==> src/rtl/input_pkg.sv <==
// Shared definitions for the push-button input stage: hold FSM encoding and
// default timing constants for the 25 MHz board clock.
package input_pkg;

  typedef enum logic [1:0] {
    IDLE      = 2'd0,
    WAIT_HOLD = 2'd1,
    REPEAT    = 2'd2
  } hold_state_t;

  localparam int unsigned DEF_DEBOUNCE_LIMIT = 250000;    // 10 ms
  localparam int unsigned DEF_HOLD_LIMIT     = 12500000;  // 500 ms
  localparam int unsigned DEF_REPEAT_LIMIT   = 2500000;   // 100 ms

  function automatic int unsigned max_u(input int unsigned a, input int unsigned b);
    return (a > b) ? a : b;
  endfunction

endpackage

==> src/rtl/switch_filter.sv <==
// Two-flop synchroniser, debounce counter and registered edge pulses.
// press_evt/release_evt are the combinational update strobes (the edge on which stable changes).
module switch_filter
  import input_pkg::*;
#(
  parameter int unsigned DEBOUNCE_LIMIT = DEF_DEBOUNCE_LIMIT
) (
  input  logic CLK,
  input  logic RST_N,
  input  logic Switch,
  output logic stable,
  output logic rise,
  output logic fall,
  output logic press_evt,
  output logic release_evt
);

  localparam int unsigned CW = $clog2(DEBOUNCE_LIMIT);
  localparam logic [CW-1:0] CNT_LAST = CW'(DEBOUNCE_LIMIT - 1);

  logic          meta;
  logic          sync;
  logic [CW-1:0] cnt;
  logic          update;

  assign update      = (sync != stable) && (cnt == CNT_LAST);
  assign press_evt   = update && sync;
  assign release_evt = update && !sync;

  always_ff @(posedge CLK) begin
    if (!RST_N) begin
      meta   <= 1'b0;
      sync   <= 1'b0;
      stable <= 1'b0;
      cnt    <= '0;
      rise   <= 1'b0;
      fall   <= 1'b0;
    end else begin
      meta <= Switch;
      sync <= meta;
      rise <= press_evt;
      fall <= release_evt;
      if (sync == stable) begin
        cnt <= '0;
      end else if (update) begin
        stable <= sync;
        cnt    <= '0;
      end else begin
        cnt <= cnt + CW'(1);
      end
    end
  end

endmodule

==> src/rtl/switch_press_repeat.sv <==
// Debounced push-button with press/release pulses and auto-repeat while held.
// The hold FSM advances on the filter's update strobe so its outputs line up with o_Press.
module switch_press_repeat
  import input_pkg::*;
#(
  parameter int unsigned DEBOUNCE_LIMIT = DEF_DEBOUNCE_LIMIT,
  parameter int unsigned HOLD_LIMIT     = DEF_HOLD_LIMIT,
  parameter int unsigned REPEAT_LIMIT   = DEF_REPEAT_LIMIT
) (
  input  logic CLK,
  input  logic RST_N,
  input  logic Switch,
  output logic o_Switch,
  output logic o_Press,
  output logic o_Release,
  output logic o_Repeat,
  output logic o_Held
);

  localparam int unsigned HW = $clog2(max_u(HOLD_LIMIT, REPEAT_LIMIT));
  localparam logic [HW-1:0] HOLD_LAST   = HW'(HOLD_LIMIT - 1);
  localparam logic [HW-1:0] REPEAT_LAST = HW'(REPEAT_LIMIT - 1);

  logic stable, rise, fall, press_evt, release_evt;

  switch_filter #(
    .DEBOUNCE_LIMIT(DEBOUNCE_LIMIT)
  ) u_filter (
    .CLK        (CLK),
    .RST_N      (RST_N),
    .Switch     (Switch),
    .stable     (stable),
    .rise       (rise),
    .fall       (fall),
    .press_evt  (press_evt),
    .release_evt(release_evt)
  );

  assign o_Switch  = stable;
  assign o_Press   = rise;
  assign o_Release = fall;

  hold_state_t   state_q, state_d;
  logic [HW-1:0] hcnt_q, hcnt_d;
  logic          repeat_d, held_d;
  logic          hold_term, repeat_term;

  assign hold_term   = (hcnt_q == HOLD_LAST);
  assign repeat_term = (hcnt_q == REPEAT_LAST);

  always_ff @(posedge CLK) begin
    if (!RST_N) begin
      state_q  <= IDLE;
      hcnt_q   <= '0;
      o_Repeat <= 1'b0;
      o_Held   <= 1'b0;
    end else begin
      state_q  <= state_d;
      hcnt_q   <= hcnt_d;
      o_Repeat <= repeat_d;
      o_Held   <= held_d;
    end
  end

  always_comb begin
    state_d = state_q;
    case (state_q)
      IDLE:      if (press_evt) state_d = WAIT_HOLD;
      WAIT_HOLD: if (hold_term) state_d = REPEAT;
      REPEAT:    state_d = REPEAT;
      default:   state_d = IDLE;
    endcase
    if (release_evt) state_d = IDLE;
  end

  // Release overrides any coincident terminal count, suppressing that repeat.
  always_comb begin
    hcnt_d   = hcnt_q;
    repeat_d = 1'b0;
    held_d   = o_Held;
    case (state_q)
      IDLE: begin
        hcnt_d = '0;
        held_d = 1'b0;
      end
      WAIT_HOLD: begin
        if (hold_term) begin
          hcnt_d   = '0;
          repeat_d = 1'b1;
          held_d   = 1'b1;
        end else begin
          hcnt_d = hcnt_q + HW'(1);
        end
      end
      REPEAT: begin
        if (repeat_term) begin
          hcnt_d   = '0;
          repeat_d = 1'b1;
        end else begin
          hcnt_d = hcnt_q + HW'(1);
        end
      end
      default: begin
        hcnt_d = '0;
        held_d = 1'b0;
      end
    endcase
    if (release_evt) begin
      hcnt_d   = '0;
      repeat_d = 1'b0;
      held_d   = 1'b0;
    end
  end

endmodule

==> config.mk <==
export PLATFORM = sky130hd
export DESIGN_NAME = switch_press_repeat
export DESIGN_NICKNAME = d
export VERILOG_FILES = /design/src/rtl/input_pkg.sv /design/src/rtl/switch_filter.sv /design/src/rtl/switch_press_repeat.sv
export SDC_FILE = /design/constraint.sdc
export NUM_CORES = 1
export LEC_CHECK = 0
export CAP_MARGIN = 25
export CORE_ASPECT_RATIO = 0.6
export CORE_UTILIZATION = 54
export DETAILED_ROUTE_END_ITERATION = 10
export PLACE_DENSITY = 0.78
export SLEW_MARGIN = 15
export SYNTH_ARGS = -nofsm -noshare
export SYNTH_HDL_FRONTEND = slang
export SYNTH_SLANG_ARGS = --single-unit
==> constraint.sdc <==
create_clock -name CLK -period 1.7 [get_ports CLK]
set_input_delay 0.17 -clock CLK [delete_from_list [all_inputs] [get_ports CLK]]
set_output_delay 0.17 -clock CLK [all_outputs]
set_load 0.03 [all_outputs]
Word-level counts from Yosys, hierarchy flattened
Cells that the tools add are included.
{"block": "totals", "reg_bits": 51, "output_inout_bits": 5, "elab_cells": 45}
{"block": "op_classes", "addsub": 2, "eq_ne": 9, "n_mux": 11, "n_bitwise": 3, "n_reduce_logical": 10}
{"cell": "$mux W24", "n": 2}
{"cell": "$pmux W24 S2", "n": 1}
{"cell": "$add A24 B1 Y24 const B", "n": 1}
{"cell": "$eq A24 B22 Y1 const B", "n": 1}
{"cell": "$eq A24 B24 Y1 const B", "n": 1}
{"cell": "$add A18 B1 Y18 const B", "n": 1}
{"cell": "$eq A18 B18 Y1 const B", "n": 1}
{"cell": "$pmux W2 S3", "n": 1}
{"cell": "$reduce_and A2 Y1", "n": 3}
{"cell": "$mux W2", "n": 2}
{"cell": "$ne A2 B2 Y1 const B", "n": 2}
{"cell": "$pmux W1 S2", "n": 2}
{"cell": "$logic_and A1 B1 Y1", "n": 3}
{"cell": "$mux W1", "n": 3}
{"cell": "$not A1 Y1", "n": 3}
{"cell": "$reduce_or A3 Y1", "n": 1}
{"cell": "$eq A2 B1 Y1 const B", "n": 1}
{"cell": "$eq A2 B2 Y1 const B", "n": 1}
{"cell": "$logic_not A2 Y1", "n": 1}
{"cell": "$reduce_or A2 Y1", "n": 1}
{"cell": "$eq A1 B1 Y1", "n": 1}
{"cell": "$logic_not A1 Y1", "n": 1}
{"cell": "$ne A1 B1 Y1", "n": 1}

Logic depth before layout (Yosys ltp)
{"block": "logic_depth", "depth_word": 5, "depth_mapped": 7, "ltp_nobuf": 6}

Cells and area by module
From an unflattened synthesis, not the netlist that was laid out.
{"block": "hier_totals", "cells_unflattened": 258, "hier_area_um2": 2353.5}
{"mod": "switch_press_repeat", "instances": 1, "cells_each": 146, "area_each_um2": 1340.0}
{"mod": "switch_filter", "instances": 1, "cells_each": 112, "area_each_um2": 1013.5}

Least setup slack after synthesis
No wires, ideal clock.
{"block": "synth_timing", "path_type": "flip-flop to flip-flop", "startpoint": "reg hcnt_q[0]", "endpoint": "reg hcnt_q[10]", "setup_ns": 0.115, "t_arrival_ns": 1.573, "required_ns": 1.585, "setup_slack_ns": 0.012, "stages_incl_launch_ff": 8, "period_less_slack_ns": 1.688, "path_cell_list": "dfxtp_1 ha_1 and4_1 nand2_1 o31ai_4 a21o_4 buf_6 nor2_1"}
{"block": "synth_via", "elab_chain_len": 3}
{"element": "start, declared", "line_no": "switch_press_repeat.sv:44", "rtl": "logic [HW-1:0] hcnt_q, hcnt_d;"}
{"element": "start signal, assigned", "line_no": "switch_press_repeat.sv:59", "rtl": "hcnt_q <= hcnt_d;"}
{"element": "$add A24 B1 Y24, or another cell as far along", "line_no": "switch_press_repeat.sv:92, switch_press_repeat.sv:100"}
{"element": "$mux W24, on equally long branches", "line_no": "switch_press_repeat.sv:96, switch_press_repeat.sv:87"}
{"element": "$pmux W24 S2 (*)", "line_no": "switch_press_repeat.sv:81", "rtl": "case (state_q)"}
Mark *: on every way between the ends. The rest lies on a longest branch, timed or not.
A chain may end at the register's enable or synchronous reset.

Worst setup path in the final report
{"block": "layout_timing", "startpoint": "reg u_filter.cnt[7]", "endpoint": "reg hcnt_q[14]"}
{"block": "layout_via", "elab_chain_len": 4}
{"element": "start, declared", "line_no": "switch_filter.sv:23", "rtl": "logic [CW-1:0] cnt;"}
{"element": "start signal, assigned", "line_no": "switch_filter.sv:49", "rtl": "cnt <= cnt + CW'(1);"}
{"element": "$eq A18 B18 Y1", "line_no": "switch_filter.sv:26", "rtl": "assign update = (sync != stable) && (cnt == CNT_LAST);"}
{"element": "$logic_and A1 B1 Y1", "line_no": "switch_filter.sv:26"}
{"element": "$logic_and A1 B1 Y1", "line_no": "switch_filter.sv:28", "rtl": "assign release_evt = update && !sync;"}
{"element": "$reduce_or A2 Y1 (no line)"}
No other way between the ends.

==> summary.md <==
| Metric | Value |
|---|---|
| Skew final | `12.60 ps` |
| Via density per instance | `5.574` |
| Max-cap violation count | `0` |
| Mapped Cells | `263` |
| Violated checks | `setup timing` |
| Rows | `18` |
| CP Capture Type | `register` |
| Gr usage total | `22.96%` |
| Fin crit period | `roughly 1800 ps` |
| CP max stage delay | `460 ps` |
| Hold crit path type | `in -> reg` |
| Final WS setup | `-97.95 ps` |
| DRT iter0 DRCs | `182` |
| Initial Util | `56.50%` |
| Vias after detailed routing | `2096` |
| Startpoint type of the worst setup path | `register` |
| Die Width | `approximately 87 um` |
| Power density cells | `626.0 nW/um^2` |
| Synth cell count leaders | `nor2_1 (56), dfxtp_1 (51), xnor2_1 (24), nand2_1 (22)` |
| DRC errors left | `0` |
| Largest net degree at the start of global routing | `19` |
| CP cell instances | `nor4b_1, nand2_1, buf_4, o311ai_4, a21o_4, nor2_2` |
| Dpl cell area | `2696 sq um` |
| Crit Path Max Fanout | `6` |
| Layout Cell Area excl Fill | `around 3000 sq um` |
| Area growth from synthesis to layout | `30.58%` |
| Finished Layout Cells | `roughly 380` |
| Setup WS pre-CTS | `-90.69 ps` |
| Max-slew headroom | `roughly 70%` |
| # H-tree levels | `2` |
| Number of synthesized flops with an enable pin | `0` |
| Unique masters post-synth | `35` |
| IO Pins | `8` |
| Hpwl dp | `3459 um` |
| Top-area cell type share of the netlist area | `43.85%` |
| Top-count cell post-synth | `nor2_1` |
| Final hold vios | `0` |
| Worst skew pair latency | `~310 ps` |
| Fmax | `556.2 MHz` |
| Die H | `52.87 um` |
| Overflow after GRT | `0` |
| Total Nets Final | `roughly 320` |
| Critical-path top delay cell | `o311ai_4` |
| CTS tree | `built` |
| Router iterations before antenna repair | `4` |
| Die area | `4587 sq um` |
| Antenna Nets Post-Route | `0` |
| Top FF cell, synth | `dfxtp_1` |
| Clock Pin Slew Worst Setup and Hold Paths | `approximately 100 ps` |
| Core Footprint | `a little over 4000 sq um` |
| Clock sinks | `51` |
| Yosys top cell by area | `dfxtp_1` |
| Critical path class | `reg -> reg` |
| Layout cells sized above 1 | `27.85%` |
| Clk buf depth | `2` |
| Worst-Margin Slew | `465.8 ps` |
| Syn Nets | `around 270` |
| Crit path required time | `around 1900 ps` |
| Final Core Density | `73.77%` |
| Cell Count Post-Placement | `359` |
| Leak | `0.9643 nW` |
| Ys Warns | `0` |
| Vias in the first global route | `1606` |
| Synth Area per Inst | `8.854 sq um` |
| PortBufs | `7` |
| Sequential-to-total area share from yosys stat | `43.85%` |
| Synth Register Bits | `a little over 50` |
| First-pass GRT wire length | `approximately 8000 um` |
| CTS Hold Buffers Added | `0` |
| Largest cells by area after synthesis | `dfxtp_1 (44%), nor2_1 (9.0%), xnor2_1 (9.0%)` |
| Synthesized cell area | `2328 sq um` |
| Antenna fix cells | `0` |
| Status | `complete, but fails checks` |
| Post-synth ARST share | `0%` |
| Root buf cell | `clkbuf_8` |
| Cts bufs inserted | `5` |
| Placer Congestion | `0.8631` |
| Routed WL | `6026 um` |
| Initial antenna violation count | `0` |
| Critical path arrival | `approximately 2000 ps` |
| VDD IR max | `0.0004383 V` |
| Final setup violation count | `26` |
| Setup TNS | `-1611 ps` |
| Max-slew violations | `0` |
| Tcrit/Tclk final | `105.8%` |
| Routed len/inst | `16.03 um` |
| RSZ-0062 raised after global routing | `yes` |
## cell usage in the layout (no fill, tap or decap), types with 2 or more instances in the layout
cell / netlist / final
nor2b_1: 2 / 2
nand3_1: 14 / 13
a21o_4: 1 / 4
nor4bb_4: 0 / 2
and4_1: 5 / 3
and2_1: 3 / 3
clkbuf_8: 0 / 5
clkdlybuf4s50_1: 0 / 7
and3_1: 6 / 6
xnor2_1: 24 / 24
inv_1: 10 / 10
dfxtp_1: 51 / 46
buf_6: 2 / 3
and4_4: 1 / 2
dfxtp_2: 0 / 5
nor3_1: 11 / 9
a21oi_1: 4 / 3
clkinv_2: 0 / 3
nor3_2: 0 / 2
o31ai_4: 1 / 2
nor4_1: 6 / 2
nor2_2: 0 / 6
nand4_1: 8 / 8
ha_1: 5 / 4
nand2_1: 22 / 21
xor2_1: 14 / 14
nor4_2: 1 / 5
buf_4: 1 / 34
nor2_1: 56 / 50
## final timing paths
kind	startpoint	end	slack, ps	depth (start not counted)
worst max-delay path	u_filter.cnt[7]	hcnt_q[14]	-100	6
worst min-delay path	Switch	u_filter.meta	440	2
worst max register to register	u_filter.cnt[7]	hcnt_q[14]	-100	6
worst min register to register	u_filter.meta	u_filter.sync	450	1
## metal layers
metal  track usage, %  wire length (um)  up-vias
met1            37.26              2860      967
met3            5.616               505       15
met4            3.611               124        0
li1                 -                 -     1011
met5                0                 0        -
met2            29.63              2535      103
## power by group
part | leakage (nW) | switching [mW] | total [mW] | internal [mW]
Sequential | 0.414 | 0.00160 | 1.20 | 1.20
Combinational | 0.503 | 0.0121 | 0.0217 | 0.00966
Clock | 0.0477 | 0.401 | 0.684 | 0.283
Total | 0.964 | 0.415 | 1.90 | 1.49
## registers in the layout, indices dropped and copies added (netlist names)
name             cells
state_q              2
u_filter.fall        1
o_Repeat             1
u_filter.stable      1
u_filter.cnt        18
u_filter.sync        1
u_filter.meta        1
hcnt_q              24
u_filter.rise        1
o_Held               1
## through the flow
stage               hold slack [ps]  total power [mW]
finish                        441.9             1.903
global route                  447.8             1.970
CTS                           453.5             1.901
detailed placement            423.4             1.245
global placement              426.9             1.245
floorplan                     291.7             1.234
## kinds of logic after synthesis
logic type | after synthesis | share of synthesized area (%)
AO/OA/AOI/OAI | 13 | 4.997
XOR/XNOR | 38 | 14.29
adder cells (fa/ha/maj) | 5 | 2.687
buffers and inverters | 13 | 2.902
flip-flops | 51 | 43.85
AND/OR/NAND/NOR | 143 | 31.27
## repair_timing
item                       4_1_cts  5_1_grt
buffers inserted                 1        5
cloned                           1        2
setup endpoints to repair       27       45
gates resized for setup          9       33
pin swaps                        1       24
## area by class of cell
class                   instances  area, sq um
flip-flops and latches         51         1027
well taps                      60        75.07
clock buffers                   5        68.82
fillers                       271         1081
multi-input cells             202         1438
repair buffers                 45        379.1
inverters                      10        37.54
clock inverters                 3        15.01
## critical path: cells and delay by family, from the launching register on
kind	cells	cell delay (ps)
AO/OA/AOI/OAI	2	680
flip-flops	1	380
AND/OR/NAND/NOR	3	450
buffers and inverters	1	180
Note: power is estimated with default switching activity, not from simulation.
